===== config.mk =====
export PLATFORM = sky130hd
export DESIGN_NAME = tc_mul
export DESIGN_NICKNAME = d
export VERILOG_FILES = /design/src/rtl/tc_fp_pkg.sv /design/src/rtl/tc_round.sv /design/src/rtl/tc_mul.sv
export SDC_FILE = /design/constraint.sdc
export NUM_CORES = 1
export LEC_CHECK = 0
export ABC_AREA = 0
export ABC_CLOCK_PERIOD_IN_PS = 7150
export BUFFER_PORTS_ARGS = -buffer_cell sky130_fd_sc_hd__buf_2
export CAP_MARGIN = 20
export CORE_MARGIN = 3
export CORE_UTILIZATION = 50
export CTS_BUF_LIST = sky130_fd_sc_hd__clkbuf_8
export CTS_CLUSTER_DIAMETER = 120
export CTS_CLUSTER_SIZE = 30
export DETAILED_ROUTE_END_ITERATION = 12
export PLACE_DENSITY = 0.69
export SLEW_MARGIN = 30
export SYNTH_ARGS = -nofsm -noshare
export SYNTH_HDL_FRONTEND = slang
export SYNTH_HIERARCHICAL = 1
export SYNTH_SLANG_ARGS = --single-unit

===== constraint.sdc =====
create_clock -name clk -period 7.15 [get_ports clk]
set_input_delay 0.3575 -clock clk [delete_from_list [all_inputs] [get_ports clk]]
set_output_delay 0.3575 -clock clk [all_outputs]
set_load 0.005 [all_outputs]

===== src/rtl/tc_fp_pkg.sv =====
// Shared floating-point helpers for the tensor-core datapath (tc_mul, tc_add).
// Contents:
//   RM_*   rounding-mode encodings
//   FF_*   bit positions inside the 5-bit fflags vector
//   exp_max, bias, qnan  format helpers, all usable in constant expressions
package tc_fp_pkg;

    localparam logic [2:0] RM_RNE = 3'b000;
    localparam logic [2:0] RM_RTZ = 3'b001;
    localparam logic [2:0] RM_RUP = 3'b010;
    localparam logic [2:0] RM_RDN = 3'b011;

    localparam int unsigned FF_NV = 4;
    localparam int unsigned FF_OF = 3;
    localparam int unsigned FF_UF = 2;
    localparam int unsigned FF_DZ = 1;
    localparam int unsigned FF_NX = 0;

    // All-ones exponent value, reserved for Inf/NaN.
    function automatic int unsigned exp_max(input int unsigned ew);
        return (32'd1 << ew) - 32'd1;
    endfunction

    function automatic int unsigned bias(input int unsigned ew);
        return (32'd1 << (ew - 32'd1)) - 32'd1;
    endfunction

    // Canonical quiet NaN {0, all-ones, 1, 0...}, right-aligned in 64 bits.
    function automatic logic [63:0] qnan(input int unsigned ew, input int unsigned fw);
        logic [63:0] r;
        r = ((64'd1 << ew) - 64'd1) << fw;
        r = r | (64'd1 << (fw - 32'd1));
        return r;
    endfunction

endpackage


===== src/rtl/tc_round.sv =====
// Combinational rounding-increment unit, shared by tc_mul and tc_add.
// Ports:
//   i_mant  significand to round (hidden bit included)
//   i_g     guard bit (first bit below the kept LSB)
//   i_s     sticky bit (OR of everything below the guard)
//   i_sign  sign of the value being rounded
//   i_rm    rounding mode (unknown encodings behave as RNE)
//   o_mant  rounded significand
//   o_carry carry out of the significand increment
module tc_round
    import tc_fp_pkg::*;
#(
    parameter int unsigned MW = 9
) (
    input  logic [MW-1:0] i_mant,
    input  logic          i_g,
    input  logic          i_s,
    input  logic          i_sign,
    input  logic [2:0]    i_rm,
    output logic [MW-1:0] o_mant,
    output logic          o_carry
);

    logic w_inc;

    always_comb begin
        w_inc = 1'b0;
        case (i_rm)
            RM_RTZ:  w_inc = 1'b0;
            RM_RUP:  w_inc = ~i_sign & (i_g | i_s);
            RM_RDN:  w_inc = i_sign & (i_g | i_s);
            default: w_inc = i_g & (i_s | i_mant[0]);
        endcase
    end

    assign {o_carry, o_mant} = {1'b0, i_mant} + {{MW{1'b0}}, w_inc};

endmodule


===== src/rtl/tc_mul.sv =====
// Two-stage pipelined FP multiplier feeding the tc_add adder tree.
// Inputs are {sign, exp[EXPWIDTH-1:0], frac[INPC-1:0]}; the product is returned in the
// wider adder operand format {sign, exp[EXPWIDTH-1:0], frac[PRECISION-1:0]}.
// Ports:
//   clk, rst_n    clock, asynchronous active-low reset
//   en_i          pipeline advance; 0 freezes every register including outputs
//   valid_i       operand pair valid
//   rm_i          rounding mode (RNE/RTZ/RUP/RDN, others RNE)
//   a_i, b_i      operands
//   out_valid_o   result valid, 2 enabled edges after valid_i
//   out_result_o  registered product
//   out_fflags_o  {NV, OF, UF, DZ(0), NX}
module tc_mul
    import tc_fp_pkg::*;
#(
    parameter int unsigned EXPWIDTH  = 5,
    parameter int unsigned INPC      = 4,
    parameter int unsigned PRECISION = 8
) (
    input  logic                          clk,
    input  logic                          rst_n,
    input  logic                          en_i,
    input  logic                          valid_i,
    input  logic [2:0]                    rm_i,
    input  logic [EXPWIDTH+INPC:0]        a_i,
    input  logic [EXPWIDTH+INPC:0]        b_i,
    output logic                          out_valid_o,
    output logic [EXPWIDTH+PRECISION:0]   out_result_o,
    output logic [4:0]                    out_fflags_o
);

    localparam int unsigned PW  = 2 * INPC + 2;       // significand product width
    localparam int unsigned LZW = $clog2(PW + 1);
    localparam int unsigned EW  = EXPWIDTH + 2;       // registered exponent sum
    localparam int unsigned XW  = EXPWIDTH + 3;       // headroom for normalisation
    localparam int unsigned WW  = PRECISION + 3;      // hidden + frac + guard + 1 spare
    localparam int unsigned MW  = PRECISION + 1;
    localparam int unsigned OW  = 1 + EXPWIDTH + PRECISION;

    localparam logic [EXPWIDTH-1:0] EMAX   = EXPWIDTH'(exp_max(EXPWIDTH));
    localparam logic [XW-1:0]       EMAX_X = XW'(exp_max(EXPWIDTH));
    localparam logic [EW-1:0]       BIAS_E = EW'(bias(EXPWIDTH));
    localparam logic [OW-1:0]       QNAN   = OW'(qnan(EXPWIDTH, PRECISION));

    if (PRECISION < 2 * INPC) begin : g_bad_precision
        $fatal(1, "tc_mul: PRECISION must be >= 2*INPC");
    end

    function automatic logic [LZW-1:0] lzc(input logic [PW-1:0] v);
        logic [LZW-1:0] n;
        n = LZW'(PW);
        for (int i = 0; i < int'(PW); i++) begin
            if (v[i]) n = LZW'(PW - 1 - i);
        end
        return n;
    endfunction

    // ---------------- Stage 1: unpack and significand product ----------------
    logic [EXPWIDTH-1:0] w_a_exp, w_b_exp, w_a_eff, w_b_eff;
    logic [INPC-1:0]     w_a_frac, w_b_frac;
    logic [INPC:0]       w_a_sig, w_b_sig;
    logic [PW-1:0]       w_prod;
    logic [EW-1:0]       w_esum;

    assign w_a_exp  = a_i[EXPWIDTH+INPC-1:INPC];
    assign w_b_exp  = b_i[EXPWIDTH+INPC-1:INPC];
    assign w_a_frac = a_i[INPC-1:0];
    assign w_b_frac = b_i[INPC-1:0];
    assign w_a_sig  = {|w_a_exp, w_a_frac};
    assign w_b_sig  = {|w_b_exp, w_b_frac};
    // Subnormals use exponent 1 with hidden bit 0.
    assign w_a_eff  = (w_a_exp == '0) ? EXPWIDTH'(1) : w_a_exp;
    assign w_b_eff  = (w_b_exp == '0) ? EXPWIDTH'(1) : w_b_exp;
    assign w_prod   = PW'(w_a_sig) * PW'(w_b_sig);
    assign w_esum   = EW'(w_a_eff) + EW'(w_b_eff) - BIAS_E;

    logic          r_s1_valid, r_s1_sign;
    logic [2:0]    r_s1_rm;
    logic [PW-1:0] r_s1_prod;
    logic [EW-1:0] r_s1_esum;
    logic          r_s1_a_nan, r_s1_a_inf, r_s1_a_zero;
    logic          r_s1_b_nan, r_s1_b_inf, r_s1_b_zero;

    always_ff @(posedge clk or negedge rst_n) begin
        if (!rst_n) begin
            r_s1_valid  <= 1'b0;
            r_s1_sign   <= 1'b0;
            r_s1_rm     <= '0;
            r_s1_prod   <= '0;
            r_s1_esum   <= '0;
            r_s1_a_nan  <= 1'b0;
            r_s1_a_inf  <= 1'b0;
            r_s1_a_zero <= 1'b0;
            r_s1_b_nan  <= 1'b0;
            r_s1_b_inf  <= 1'b0;
            r_s1_b_zero <= 1'b0;
        end else if (en_i) begin
            r_s1_valid  <= valid_i;
            r_s1_sign   <= a_i[EXPWIDTH+INPC] ^ b_i[EXPWIDTH+INPC];
            r_s1_rm     <= rm_i;
            r_s1_prod   <= w_prod;
            r_s1_esum   <= w_esum;
            r_s1_a_nan  <= (&w_a_exp) & (|w_a_frac);
            r_s1_a_inf  <= (&w_a_exp) & ~(|w_a_frac);
            r_s1_a_zero <= ~(|w_a_exp) & ~(|w_a_frac);
            r_s1_b_nan  <= (&w_b_exp) & (|w_b_frac);
            r_s1_b_inf  <= (&w_b_exp) & ~(|w_b_frac);
            r_s1_b_zero <= ~(|w_b_exp) & ~(|w_b_frac);
        end
    end

    // ---------------- Stage 2: normalise, round, pack ----------------
    logic [LZW-1:0]       w_lz;
    logic [PW-1:0]        w_norm;
    logic signed [XW-1:0] w_exp_adj;
    logic [XW-1:0]        w_sh_amt, w_exp_pre, w_exp_fin;
    logic [WW-1:0]        w_work, w_aligned;
    logic                 w_sticky, w_inexact;
    logic [MW-1:0]        w_mant_rnd;
    logic                 w_carry;
    logic [OW-1:0]        w_result;
    logic [4:0]           w_fflags;

    always_comb begin
        // Shift the product so its leading one sits in the MSB; the MSB is the
        // hidden-bit position, so the exponent gains 1 and loses the shift.
        w_lz      = lzc(r_s1_prod);
        w_norm    = r_s1_prod << w_lz;
        w_exp_adj = $signed({{(XW - EW){r_s1_esum[EW-1]}}, r_s1_esum})
                    + $signed(XW'(1)) - $signed(XW'(w_lz));
        w_work    = WW'(w_norm) << (WW - PW);
        w_aligned = w_work;
        w_sticky  = 1'b0;
        w_sh_amt  = '0;
        w_exp_pre = w_exp_adj;
        if (w_exp_adj[XW-1] || (w_exp_adj == '0)) begin
            // Below the normal range: denormalise into the exp=0 encoding.
            w_sh_amt  = XW'(1) - w_exp_adj;
            w_exp_pre = '0;
            if (w_sh_amt >= XW'(WW)) begin
                w_sticky  = |w_work;
                w_aligned = '0;
            end else begin
                w_sticky  = |(w_work & ~({WW{1'b1}} << w_sh_amt));
                w_aligned = w_work >> w_sh_amt;
            end
        end
    end

    tc_round #(
        .MW (MW)
    ) u_round (
        .i_mant  (w_aligned[WW-1:2]),
        .i_g     (w_aligned[1]),
        .i_s     (w_aligned[0] | w_sticky),
        .i_sign  (r_s1_sign),
        .i_rm    (r_s1_rm),
        .o_mant  (w_mant_rnd),
        .o_carry (w_carry)
    );

    always_comb begin
        w_inexact = w_aligned[1] | w_aligned[0] | w_sticky;
        // Carry-out leaves frac=0 and bumps the exponent; a subnormal that
        // rounds up into the hidden bit becomes the smallest normal.
        w_exp_fin = w_exp_pre + XW'(w_carry);
        if ((w_exp_pre == '0) && w_mant_rnd[MW-1]) w_exp_fin = XW'(1);

        w_result         = {r_s1_sign, w_exp_fin[EXPWIDTH-1:0], w_mant_rnd[PRECISION-1:0]};
        w_fflags         = '0;
        w_fflags[FF_NX]  = w_inexact;
        w_fflags[FF_UF]  = w_inexact & (w_exp_fin == '0);
        if (w_exp_fin >= EMAX_X) begin
            w_result        = {r_s1_sign, EMAX, {PRECISION{1'b0}}};
            w_fflags        = '0;
            w_fflags[FF_OF] = 1'b1;
            w_fflags[FF_NX] = 1'b1;
        end

        if (r_s1_a_nan || r_s1_b_nan) begin
            w_result = QNAN;
            w_fflags = '0;
        end else if ((r_s1_a_inf && r_s1_b_zero) || (r_s1_b_inf && r_s1_a_zero)) begin
            w_result        = QNAN;
            w_fflags        = '0;
            w_fflags[FF_NV] = 1'b1;
        end else if (r_s1_a_inf || r_s1_b_inf) begin
            w_result = {r_s1_sign, EMAX, {PRECISION{1'b0}}};
            w_fflags = '0;
        end else if (r_s1_a_zero || r_s1_b_zero) begin
            w_result = {r_s1_sign, {(OW - 1){1'b0}}};
            w_fflags = '0;
        end
    end

    logic          r_out_valid;
    logic [OW-1:0] r_out_result;
    logic [4:0]    r_out_fflags;

    always_ff @(posedge clk or negedge rst_n) begin
        if (!rst_n) begin
            r_out_valid  <= 1'b0;
            r_out_result <= '0;
            r_out_fflags <= '0;
        end else if (en_i) begin
            r_out_valid  <= r_s1_valid;
            r_out_result <= w_result;
            r_out_fflags <= w_fflags;
        end
    end

    assign out_valid_o  = r_out_valid;
    assign out_result_o = r_out_result;
    assign out_fflags_o = r_out_fflags;

endmodule


After elaboration in Yosys (flattened, before gate mapping)
Index checks and enable logic that the tools add are counted.

operators by class
  muxes and demuxes = 29
  $add $sub $neg = 7
  reduce and logical (&&, ||, !) cells = 21
  $mul = 1
  bitwise gates (word level) = 23
  shift operators = 3
  $lt $le $gt $ge = 2
  equal/unequal tests = 3

operators by type and width
  operator                                                                number
  4-bit two-way mux                                                       10
  13-bit two-way mux                                                      3
  5-bit two-way mux                                                       6
  14-bit two-way mux                                                      2
  8-bit zero test                                                         3
  11-bit two-way mux                                                      2
  8-bit two-way mux                                                       2
  11-bit AND                                                              1
  11-bit NOT                                                              1
  11-bit OR reduction                                                     1
  11-bit by 8-bit << shifter with 11-bit output (first input constant)    1
  11-bit by 8-bit >> shifter with 11-bit output                           1
  9-bit by 1-bit adder with 10-bit output                                 1
  1-bit AND                                                               10
  5-bit zero test                                                         2
  5-bit by 5-bit multiplier with 10-bit output                            1
  5-bit AND reduction                                                     2
  10-bit OR reduction                                                     1
  5-bit OR reduction                                                      2
  10-bit by 4-bit << shifter with 10-bit output                           1
  7-bit by 2-bit adder with 8-bit output (second input constant)          1
  8-bit by 1-bit adder with 8-bit output                                  1
  8-bit by 4-bit >= comparator with 1-bit output (second input constant)  1
  8-bit by 5-bit >= comparator with 1-bit output (second input constant)  1
  other kinds (15)                                                        32

storage, ports and cells
  bits in registers = 48
  output and inout port bits = 20
  bits of input ports = 27

Depth between registers and ports, before layout
Gate-level depths: netlist of run 1.

  depth after elaboration = 32
  gate-level depth with buffers = 37
  gate-level depth less buffers = 35

Hierarchy
The synthesis of run 1 kept the hierarchy.

by module, submodules not included
  module    instances  cells each  seq. area each (um^2)  area an instance (um^2)
  tc_mul    1          565         1176.1                 4710.8
  tc_round  1          26          0.0                    186.4

Worst setup path after synthesis of run 1
No wires, ideal clock.

  path type = reg-to-reg
  from = register r_s1_prod[2]
  to = register r_out_result[6], in the netlist out_result_o[6]
  required time = 7.084 ns
  period minus slack after synthesis = 6.470 ns
  arrival time = 6.404 ns
  stages on the path, launching flop included = 37
  buffers on the path = 2
  slack = 0.680 ns
  cells stage by stage = dfrtp_1 clkbuf_1 o311ai_1 and2_1 clkbuf_1 inv_1 ha_1 inv_1 ha_1 fa_1 xnor2_1 nand2_1 o21ai_0 mux2i_1 a31o_2 and3_1 o31ai_1 a21oi_1 nor4_4 inv_1 o21ai_0 o21ai_0 o221a_2 ha_1 and4_4 nand2_1 nor2_1 ha_1 ha_1 nand2_1 nor2_1 xor2_1 nand2_1 nor2_1 a41o_1 nor2_2 a22o_1

between the ends
  cells in the longest elaborated chain, start to end = 29

RTL lines
  element                                             line           source
  start, declared                                     tc_mul.sv:79   logic [PW-1:0] r_s1_prod;
  start signal, assigned                              tc_mul.sv:101  r_s1_prod <= w_prod;
  4-bit two-way mux (8 in a row)                      tc_mul.sv:53   if (v[i]) n = LZW'(PW - 1 - i);
  8-bit by 5-bit subtractor with 8-bit output         tc_mul.sv:130  + $signed(XW'(1)) - $signed(XW'(w_lz));
  2-bit by 8-bit subtractor with 8-bit output         tc_mul.sv:138  w_sh_amt = XW'(1) - w_exp_adj;
  11-bit by 8-bit << shifter with 11-bit output       tc_mul.sv:144  w_sticky = |(w_work & ~({WW{1'b1}} << w_sh_amt));
  11-bit NOT                                          tc_mul.sv:144
  11-bit AND                                          tc_mul.sv:144
  11-bit OR reduction                                 tc_mul.sv:144
  1-bit two-way mux                                   tc_mul.sv:140  if (w_sh_amt >= XW'(WW)) begin
  [6 not listed]                                      --
  net w_carry                                         tc_mul.sv:120  logic w_carry;
  8-bit by 1-bit adder with 8-bit output (*)          tc_mul.sv:166  w_exp_fin = w_exp_pre + XW'(w_carry);
  8-bit two-way mux (*)                               tc_mul.sv:167  if ((w_exp_pre == '0) && w_mant_rnd[MW-1]) w_exp_fin = XW'(1);
  8-bit by 5-bit >= comparator with 1-bit output (*)  tc_mul.sv:173  if (w_exp_fin >= EMAX_X) begin
  13-bit two-way mux (*)                              tc_mul.sv:173
  13-bit two-way mux (*)                              tc_mul.sv:190  end else if (r_s1_a_zero || r_s1_b_zero) begin
  13-bit two-way mux (*)                              tc_mul.sv:187  end else if (r_s1_a_inf || r_s1_b_inf) begin
  14-bit two-way mux (*)                              tc_mul.sv:183  end else if ((r_s1_a_inf && r_s1_b_zero) || (r_s1_b_inf && r_s1_a_zero)) begin
  14-bit two-way mux (*)                              tc_mul.sv:180  if (r_s1_a_nan || r_s1_b_nan) begin
  end signal, assigned                                tc_mul.sv:207  r_out_result <= w_result;
  end, declared                                       tc_mul.sv:197  logic [OW-1:0] r_out_result;

The timed path passes the listed nets; every way through them passes the cells marked *.
A chain may end at the register's enable or synchronous reset.

Worst setup path after layout of run 1
  from = register r_s1_prod[1]
  to = register r_out_result[6], in the netlist out_result_o[6]

between the ends
  cells in the longest elaborated chain, start to end = 30

RTL lines
  element                                             line
  4-bit two-way mux (9 in a row)                      tc_mul.sv:53
  8-bit by 5-bit subtractor with 8-bit output         tc_mul.sv:130
  2-bit by 8-bit subtractor with 8-bit output         tc_mul.sv:138
  11-bit by 8-bit << shifter with 11-bit output       tc_mul.sv:144
  11-bit NOT                                          tc_mul.sv:144
  11-bit AND                                          tc_mul.sv:144
  11-bit OR reduction                                 tc_mul.sv:144
  1-bit two-way mux                                   tc_mul.sv:140
  [6 not listed]                                      --
  net w_carry                                         tc_mul.sv:120
  8-bit by 1-bit adder with 8-bit output (*)          tc_mul.sv:166
  8-bit two-way mux (*)                               tc_mul.sv:167
  8-bit by 5-bit >= comparator with 1-bit output (*)  tc_mul.sv:173
  13-bit two-way mux (*)                              tc_mul.sv:173
  13-bit two-way mux (*)                              tc_mul.sv:190
  13-bit two-way mux (*)                              tc_mul.sv:187
  14-bit two-way mux (*)                              tc_mul.sv:183
  14-bit two-way mux (*)                              tc_mul.sv:180

Marked as above.

==> out/results.ini, run 1 <==
[synth]
synth_cell_type_count = 80
syn_area_sq_mm = 0.00490
avgSynthCellArea_sq_um = 8.29
syn_inst = 591
synthMuxAreaShare_pct = 6.00
synth_top_cell_by_area = dfrtp_1
synthSimpleGateAreaFrac_pct = 20.5
synth_top_family_by_area = compound AO/OA/AOI/OAI gates
synth_xor_area_share_pct = 3.93
async_flop_share_pct = 100
synthFlopType = dfrtp_1
ys_seq_area_share_pct = 24.0
netlist_top_cells_area = dfrtp_1 24%, ha_1 11%, fa_1 4.5%, nand2_1 4.4%, nor2_1 4.1%
ys_warn_count = 6
synth_edf_count = 0
synth_compound_area_share_pct = 24.3
syn_nets = 671
synth_top_area_share_pct = 24.0
ys_seq_elements = 47
yosysMostFrequentCell = nand2_1
synth_common_cells = 57 x nand2_1, 54 x nor2_1, 47 x dfrtp_1, 42 x ha_1, 40 x inv_1
post_synth_fa_ha_maj_area_fraction_pct = 15.2

[setup_path]
crit_required_ns = 7.35
start_kind = flip-flop
critical_path_arrival_ns = 6.97
cp-end-kind = flip-flop
slowest_delay_ns = 0.61
critPathMostFrequentCell = ha_1
crit_path_max_fanout = 8
timing.rr.start = r_s1_prod[1]
criticalPathCategory = flip-flop to flip-flop
crit_path_start = r_s1_prod[1]
cpMaxStageDelayCell = fa_2
r2r_cells = 35

[sta]
fin_crit_sh_pct = 94.6
max_freq_mhz = 148
setup_violations = 0
holdWs_ns = 0.109
period_needed_ns = 6.76
post-route-worst-setup-slack_ns = 0.387
slew_headroom_pct = 39.3
fin_skew_ns = 0.0108
drv_slew = 0
max_slew.worst_pin.slew_ns = 0.898
finalHoldViolations = 0

[floorplanning]
start_util_pct = 52.3
die_h_um = 105
num_rows = 35
io_pins = 47
core_sq_mm = 0.00937
chipWidth_um = 105
die_area_sq_mm = 0.0110

[routing]
drtAntennaViolNets = 0
initialDrtViolationCount = 248
vias = 4607
drcViolationCount = 0
wl_mm = 12.3
post_drt_wl_per_cell_um = 16.2
routed_via_density = 6.07
firstDrtPassIters = 5

[global_route]
antenna_found_initial = 0
grt_max_degree = 48
grt_pass1_vias = 4429
grt.met3_usage_pct = 2.35
use_met1_pct = 31.8
gr-usage-met2_pct = 36.7
grtUsageTotal_pct = 22.6
grt_pass1_wl_mm = 21.0
grt_overflow = 0
grt-busiest-layer = met2

[clock_network]
tritoncts = built
clock-root-buffer = clkbuf_8
clk_pin_slew_ns = 0.10
h-tree-depth = 2
hold_buffers = 0
cts_buffers = 5
clockBufferDepth = 2
clkLatencyLatePin_ns = 0.31
numClockSinks = 47

[placement]
place_ws_ns = 0.313
place.port_buffers = 45
gp_routability_congestion = 0.956
placed_area_sq_mm = 0.00527
hpwl_mm = 9.62

[worst_hold_path]
hp-class = primary input to async pin

[layout]
design_area_sq_mm = 0.00546
fin_util_pct = 58.2
antenna_cells = 0
syn_to_final_growth_pct = 11.4
nets = 709
drive_above_1_share_pct = 19.5

[power_and_ir_drop]
power.density_mw_per_mm2 = 518
p_leak_uw = 0.00256
peakVddDrop_mv = 0.331
power_uw = 2830

[outcome]
status = finished, final reports clean

[run]
maxCapViolCount = 0

[metal layers]
layer / part of all wire, % / up-vias
li1: - / 2209
met1: 46 / 2209
met2: 47 / 160
met3: 4.9 / 29
met4: 2.1 / 0
met5: 0 / -
[stage by stage]
stage,TNS (ns),cells
global route,-0.109,759
finish,0,759
global placement,0,750
detailed placement,0,750
CTS,0,758
floorplan,0,591
[cells in the final DEF, fill, tap and decap left out, types with 7 or more instances in the layout]
master,Yosys,final
a21boi_0,7,7
a21o_1,10,10
a21oi_1,39,38
a22o_1,10,10
and2_1,19,18
buf_2,3,45
buf_4,2,16
dfrtp_1,47,42
fa_1,11,10
ha_1,42,42
inv_1,40,40
mux2_2,11,11
mux2i_1,8,8
nand2_1,57,55
nand3_1,20,20
nor2_1,54,51
o21ai_0,33,31
o22ai_1,8,8
xnor2_1,13,13
xor2_1,9,9
[area by class of cell]
| cell class | count | area (sq um) |
|---|---|---|
| clock inverter | 3 | 47.5 |
| clock buffer | 5 | 68.8 |
| sequential | 47 | 1180 |
| fill | 902 | 3920 |
| inverter | 42 | 158 |
| multi-input combinational | 472 | 3490 |
| tap | 129 | 161 |
| timing repair buffer | 61 | 345 |
[state kept, by name, indices dropped and copies added, names as in the netlist]
name	flops
out_result_o	14
r_s1_prod	10
r_s1_esum	7
out_fflags_o	4
r_s1_rm	3
out_valid_o	1
r_s1_a_inf	1
r_s1_a_nan	1
r_s1_a_zero	1
r_s1_b_inf	1
r_s1_b_nan	1
r_s1_b_zero	1
r_s1_sign	1
r_s1_valid	1
[worst max-delay path: cells and delay by family, from the launching register on]
family / cells / cell delay (ns)
adders and majority gates: 7 / 2.01
DFF: 1 / 0.45
AOI/OAI and AO/OA: 10 / 1.95
xor gates and xnor gates: 1 / 0.18
and+or+nand+nor: 12 / 1.65
buffers and inverters: 4 / 0.27
muxes: 1 / 0.14
[power by group]
group          total [uW]  switching [uW]  internal, uW
combinational        2200            1320           883
sequential            420            80.8           339
clock                 203            97.0           106
total                2830            1500          1330
[cell families (layout without fill, tap and decap cells)]
family                   count (synthesis)  after routing
XOR/XNOR                                22             22
AND/OR/NAND/NOR                        202            202
AO/OA/AOI/OAI                          171            171
multiplexers                            23             23
flip-flops                              47             47
adder cells (fa/ha/maj)                 53             53
buffers and inverters                   72            111
other                                    1              1
[repair_timing]
action	in CTS	in global routing
hold endpoints to repair	0	0
setup endpoints to repair	0	16
buffers inserted	0	1
resized for setup	0	23
[worst paths after layout]
path,to,slack [ns]
worst max-delay path,out_result_o[6],0.39
worst min-delay path,out_result_o[4],0.11
worst max register to register,out_result_o[6],0.39
worst min register to register,out_fflags_o[4],0.48
max in group asynchronous,r_s1_prod[8],6.59
min in group clk,r_s1_rm[1],0.27
(Power assumes the default switching activity.)
==> inputs of run 2 (changes only) <==
--- a/config.mk
+++ b/config.mk
@@ -5,9 +5,8 @@
 export SDC_FILE = /design/constraint.sdc
 export NUM_CORES = 1
 export LEC_CHECK = 0
-export ABC_AREA = 0
+export ABC_AREA = 1
 export ABC_CLOCK_PERIOD_IN_PS = 7150
-export BUFFER_PORTS_ARGS = -buffer_cell sky130_fd_sc_hd__buf_2
 export CAP_MARGIN = 20
 export CORE_MARGIN = 3
 export CORE_UTILIZATION = 50
@@ -15,7 +14,7 @@
 export CTS_CLUSTER_DIAMETER = 120
 export CTS_CLUSTER_SIZE = 30
 export DETAILED_ROUTE_END_ITERATION = 12
-export PLACE_DENSITY = 0.69
+export DONT_BUFFER_PORTS = 1
 export SLEW_MARGIN = 30
 export SYNTH_ARGS = -nofsm -noshare
 export SYNTH_HDL_FRONTEND = slang
==> run 2 against run 1 <==
  * Register-to-register slack better by 0.31 ns
  * Non-clock buffer count down 51
  * Clock power about the same
  * Final cell count up 19%
  * Sequential share of layout area up 0.53 points
  * Critical endpoint is now out_result_o[11]
==> out/results.ini, run 2 <==
[setup_path]
reg2reg_slack_ns = 0.70
critical_path_arrival_ns = 6.67
start_kind = flip-flop
criticalPathCategory = flip-flop to flip-flop
cp-end-kind = flip-flop
crit_path_max_fanout = 8
critPathMostFrequentCell = nand2_1
slowest_delay_ns = 0.45
crit_required_ns = 7.37
cpMaxStageDelayCell = fa_1

[synth]
synthFlopType = dfrtp_1
synth_top_cell_by_area = dfrtp_1
avgSynthCellArea_sq_um = 6.44
synth_common_cells = 226 x nand2_1, 108 x inv_1, 96 x nand3_1, 65 x nor2_1, 47 x dfrtp_1
ys_seq_elements = 47
netlist_top_cells_area = dfrtp_1 24%, nand2_1 17%, ha_1 11%, nand3_1 9.6%, inv_1 8.1%
synth_top_area_share_pct = 23.5
syn_inst = 776
synth_edf_count = 0
synth_cell_type_count = 45
yosysMostFrequentCell = nand2_1
ys_warn_count = 6
async_flop_share_pct = 100
syn_nets = 856
ys_seq_area_share_pct = 23.5
syn_area_sq_mm = 0.00500

[global_route]
grt_overflow = 0
grtUsageTotal_pct = 22.9
grt_pass1_wl_mm = 21.4
grt_max_degree = 48
antenna_found_initial = 0
grt_pass1_vias = 4604

[sta]
max_freq_mhz = 155
setup_violations = 0
max_slew.worst_pin.slew_ns = 0.751
drv_slew = 0
setup-tns-final_ns = 0
finalHoldViolations = 0
fin_skew_ns = 0.0179
period_needed_ns = 6.45
slew_headroom_pct = 49.3
fin_crit_sh_pct = 90.2

[clock_network]
cts_buffers = 5
clk_pin_slew_ns = 0.10
tritoncts = built
clkLatencyLatePin_ns = 0.31
h-tree-depth = 2
clockBufferDepth = 2
numClockSinks = 47
clock-root-buffer = clkbuf_8

[layout]
instances_no_fill = 901
mostFrequentLayoutCells = 224 x nand2_1, 106 x inv_1, 96 x nand3_1, 64 x nor2_1, 47 x dfrtp_1
final_common_cell = nand2_1
nets = 851
num-fill-cells = 966
drive_above_1_share_pct = 7.38
largest_register_ffs = 14
antenna_cells = 0
syn_to_final_growth_pct = 5.98

[floorplanning]
core_sq_mm = 0.00946
num_rows = 35
die_area_sq_mm = 0.0112
io_pins = 47
start_util_pct = 52.8
chipWidth_um = 106
die_h_um = 106

[routing]
initialDrtViolationCount = 303
vias = 4878
firstDrtPassIters = 6
routed_via_density = 5.41
post_drt_wl_per_cell_um = 13.9
drtAntennaViolNets = 0
drcViolationCount = 0
wl_mm = 12.5

[placement]
hpwl_mm = 9.99
place.port_buffers = 0
dp.cells = 886
gp_routability_congestion = 1.01

[worst_hold_path]
hp-class = primary input to flip-flop

[outcome]
status = finished, final reports clean

[power_and_ir_drop]
peakVddDrop_mv = 0.227
power.density_mw_per_mm2 = 435
p_leak_uw = 0.00285

[run]
maxCapViolCount = 0

run 2: changes by cell type after synthesis, moves of 8 or more:
cell     change
mux2i_1      -8
nand3_1     +76
nor2_1      +11
a21oi_1     -15
mux2_2      -11
nand2_1    +169
and2_1      -17
a22o_1       -8
a21o_1      -10
xnor2_1     -10
inv_1       +68
nand4_1     +10
run 2: path summary, 6_finish.rpt:
kind,from,end,depth (start not counted)
max in group asynchronous,rst_n,r_s1_esum[6],2
hold reg to reg,r_s1_esum[2],r_s1_esum[2],2
setup / recovery,r_s1_prod[1],out_result_o[11],53
hold / removal,en_i,r_s1_a_nan,1
setup reg to reg,r_s1_prod[1],out_result_o[11],53
min in group asynchronous,rst_n,out_fflags_o[4],2
run 2: timing repair:
action                                  4_1_cts  5_1_grt
gates resized for setup                       0        6
hold endpoints to repair                     47        0
endpoints found under the setup margin        0       16
hold buffers                                  2        0
setup buffers                                 0        5
run 2: power by group:
group	total [uW]	switching, uW	internal [uW]
sequential	374	48.6	325
combinational	1730	1170	553
clock	204	98.8	105
total	2300	1320	983
run 2: cell type report:
cell class              instances  area [sq um]  area share, %
clock inverters                 3          46.3          0.874
repair buffers                 10          97.6           1.84
well taps                     129           161           3.05
flip-flops and latches         47          1180           22.2
clock buffers                   5          68.8           1.30
multi-input cells             590          3310           62.4
inverters                     117           442           8.34
run 2: kinds of logic (layout without fill, tap and decap cells):
logic type,count (synthesis),in the layout,synth area share [%]
simple gates,430,430,37.8
other cells,1,1,0.0750
fa+ha+maj,53,53,14.9
xor+xnor,9,9,1.73
buf+inv,139,135,10.6
flops,47,47,23.5
compound gates,97,97,11.3
run 2: routing by layer:
metal  wire, um  global-route usage (%)
met1       5930                    32.1
met2       5620                    36.4
met3        743                    3.70
met4        226                    6.66
met5          0                       0
run 2: per-stage QoR:
step | hold slack (ns) | util [%] | setup slack (ns) | power (uW) | instance area, sq um
final | 0.136 | 56.0 | 0.699 | 2300 | 5300
after global routing | 0.117 | 56.0 | -0.0412 | 2540 | 5300
after CTS | 0.125 | 55.4 | 0.483 | 2240 | 5250
after global placement | 0.0649 | 53.8 | 0.802 | 2020 | 5090
after detailed placement | 0.0648 | 53.8 | 0.494 | 2020 | 5090
after floorplan | 0.0619 | - | 1.33 | 1660 | 5000
run 2: worst max-delay path: cells and delay by family, from the launching register on:
| family | cells | cell delay, ns |
|---|---|---|
| buf+inv | 7 | 0.58 |
| compound gates | 5 | 0.73 |
| simple gates | 34 | 3.10 |
| fa+ha+maj | 7 | 1.60 |
| flops | 1 | 0.38 |
==> inputs of run 3 (changes only) <==
--- a/config.mk
+++ b/config.mk
@@ -5,7 +5,7 @@
 export SDC_FILE = /design/constraint.sdc
 export NUM_CORES = 1
 export LEC_CHECK = 0
-export ABC_AREA = 1
+export ABC_AREA = 0
 export ABC_CLOCK_PERIOD_IN_PS = 7150
 export CAP_MARGIN = 20
 export CORE_MARGIN = 3
==> constraint.sdc (replaced) <==
create_clock -name clk -period 7.15 [get_ports clk]
set_input_delay 1.43 -clock clk [delete_from_list [all_inputs] [get_ports clk]]
set_output_delay 1.43 -clock clk [all_outputs]
set_load 0.005 [all_outputs]
==> run 3 against run 2 <==
  * Critical path type unchanged
  * Via count decreased by 9.1%
  * Total power increased by 25%
  * Clock power hardly changed
  * Final cell count shrank 20%
  * Hold slack improved by 0.37 ns
==> out/results.ini, run 3 (synthesis gave the netlist of run 1 again) <==
[outcome]
status = finished, final reports clean

[worst_hold_path]
min_from = r_s1_valid
holdPathStages = 1
hp-class = flip-flop to flip-flop
worstHoldEndpoint = out_valid_o

[floorplanning]
core_sq_mm = 0.00937
die_area_sq_mm = 0.0110
die_h_um = 105
num_rows = 35
chipWidth_um = 105
io_pins = 47
start_util_pct = 52.3

[sta]
max_freq_mhz = 148
finalHoldViolations = 0
drv_slew = 0
setup_violations = 0
max_slew.worst_pin.slew_ns = 0.921
post-route-worst-setup-slack_ns = 0.403
slew_headroom_pct = 37.8
period_needed_ns = 6.75
fin_skew_ns = 0.0112
fin_crit_sh_pct = 94.4

[setup_path]
crit_required_ns = 7.35
criticalPathCategory = flip-flop to flip-flop
critical_path_arrival_ns = 6.95
crit_buf_inv = 2
start_kind = flip-flop
timing.rr.start = r_s1_prod[8]
r2r_cells = 33
slowest_delay_ns = 0.50
cp-end-kind = flip-flop
cpMaxStageDelayCell = dfrtp_2
r2r-end = out_result_o[1]
crit_family = simple AND/OR/NAND/NOR gates
crit_path_max_fanout = 11
reg2reg_slack_ns = 0.40
critPathMostFrequentCell = ha_1

[routing]
firstDrtPassIters = 5
drtAntennaViolNets = 0
routed_via_density = 6.19
vias = 4436
post_drt_wl_per_cell_um = 17.6
drcViolationCount = 0
wl_mm = 12.6
initialDrtViolationCount = 286

[layout]
fin_util_pct = 56.9
num-fill-cells = 867
syn_to_final_growth_pct = 8.81
mostFrequentLayoutCells = 56 x nand2_1, 50 x nor2_1, 42 x ha_1, 40 x inv_1, 39 x dfrtp_1
drive_above_1_share_pct = 14.8
largest_register_ffs = 14
final_common_cell = nand2_1
antenna_cells = 0
nets = 667

[placement]
place_ws_ns = 0.0754
gp_routability_congestion = 0.967
place.port_buffers = 0
hpwl_mm = 9.60

[global_route]
grt_max_degree = 48
grt_pass1_vias = 4215
grt_overflow = 0
grtUsageTotal_pct = 22.6
antenna_found_initial = 0
grt_pass1_wl_mm = 20.8

[run]
maxCapViolCount = 0

[clock_network]
clk_pin_slew_ns = 0.10
clockBufferDepth = 2
numClockSinks = 47
h-tree-depth = 2
clock-root-buffer = clkbuf_8
clkLatencyLatePin_ns = 0.31
tritoncts = built
cts_buffers = 5

[power_and_ir_drop]
p_sw_uw = 1550
power.share.clock_pct = 7.1
peakVddDrop_mv = 0.259
seqPwrFrac_pct = 15.5
p_comb_share_pct = 77.4
p_leak_uw = 0.00238
power.density_mw_per_mm2 = 539
power_uw = 2870
p_sw_share_pct = 53.9
p_int_uw = 1320

==> run 3: final cells by class <==
type	instances	area, sq um	area share [%]
inverter	42	158	2.96
sequential	47	1190	22.3
tap	129	161	3.03
clock inverter	3	46.3	0.869
multi-input combinational	472	3550	66.7
clock buffer	5	68.8	1.29
timing repair buffer	19	155	2.91
==> run 3: worst max-delay path by stage <==
stage | endpoint | cells after the start | start
after floorplan | out_result_o[6] | 36 | r_s1_prod[2]
after global placement | out_result_o[5] | 33 | r_s1_prod[3]
after detailed placement | out_result_o[1] | 32 | r_s1_prod[3]
after CTS | out_result_o[1] | 33 | r_s1_prod[3]
after global routing | out_result_o[1] | 33 | r_s1_prod[8]
final | out_result_o[1] | 33 | r_s1_prod[8]
==> run 3: stage by stage <==
step / setup TNS [ns] / std cells / instance area [sq um] / hold WS, ns
after floorplan: 0 / 591 / 4900 / 0.459
after detailed placement: 0 / 700 / 5000 / 0.491
after global placement: 0 / 700 / 5000 / 0.481
after global routing: -0.430 / 717 / 5330 / 0.543
after CTS: 0 / 708 / 5120 / 0.515
final: 0 / 717 / 5330 / 0.510
==> run 3: layer usage <==
metal | share of wire (%) | global-route usage (%)
met1 | 45 | 31.8
met2 | 46 | 36.4
met3 | 6.2 | 3.09
met4 | 2.0 | 6.09
met5 | 0 | 0
==> run 3: power groups by stage <==
stage / Combinational, uW / Sequential [uW] / Clock (uW)
after floorplan: 1590 / 380 / 0
after global placement: 2020 / 438 / 0
after detailed placement: 2010 / 439 / 0
after CTS: 2030 / 434 / 208
after global routing: 2440 / 457 / 219
final: 2230 / 445 / 204
==> run 3: what timing repair did <==
action / in CTS / in global routing
endpoints found under the setup margin: 0 / 16
buffers inserted: 0 / 9
resized for setup: 0 / 35
hold buffers: 0 / 0
==> run 3: worst register-to-register path, delay by kind of cell, from the launching register on <==
family	cells	cell delay, ns
XOR/XNOR	1	0.17
buffers and inverters	2	0.24
flip-flops	1	0.50
adder cells (fa/ha/maj)	5	1.30
AO/OA/AOI/OAI	10	2.17
AND/OR/NAND/NOR	15	2.28
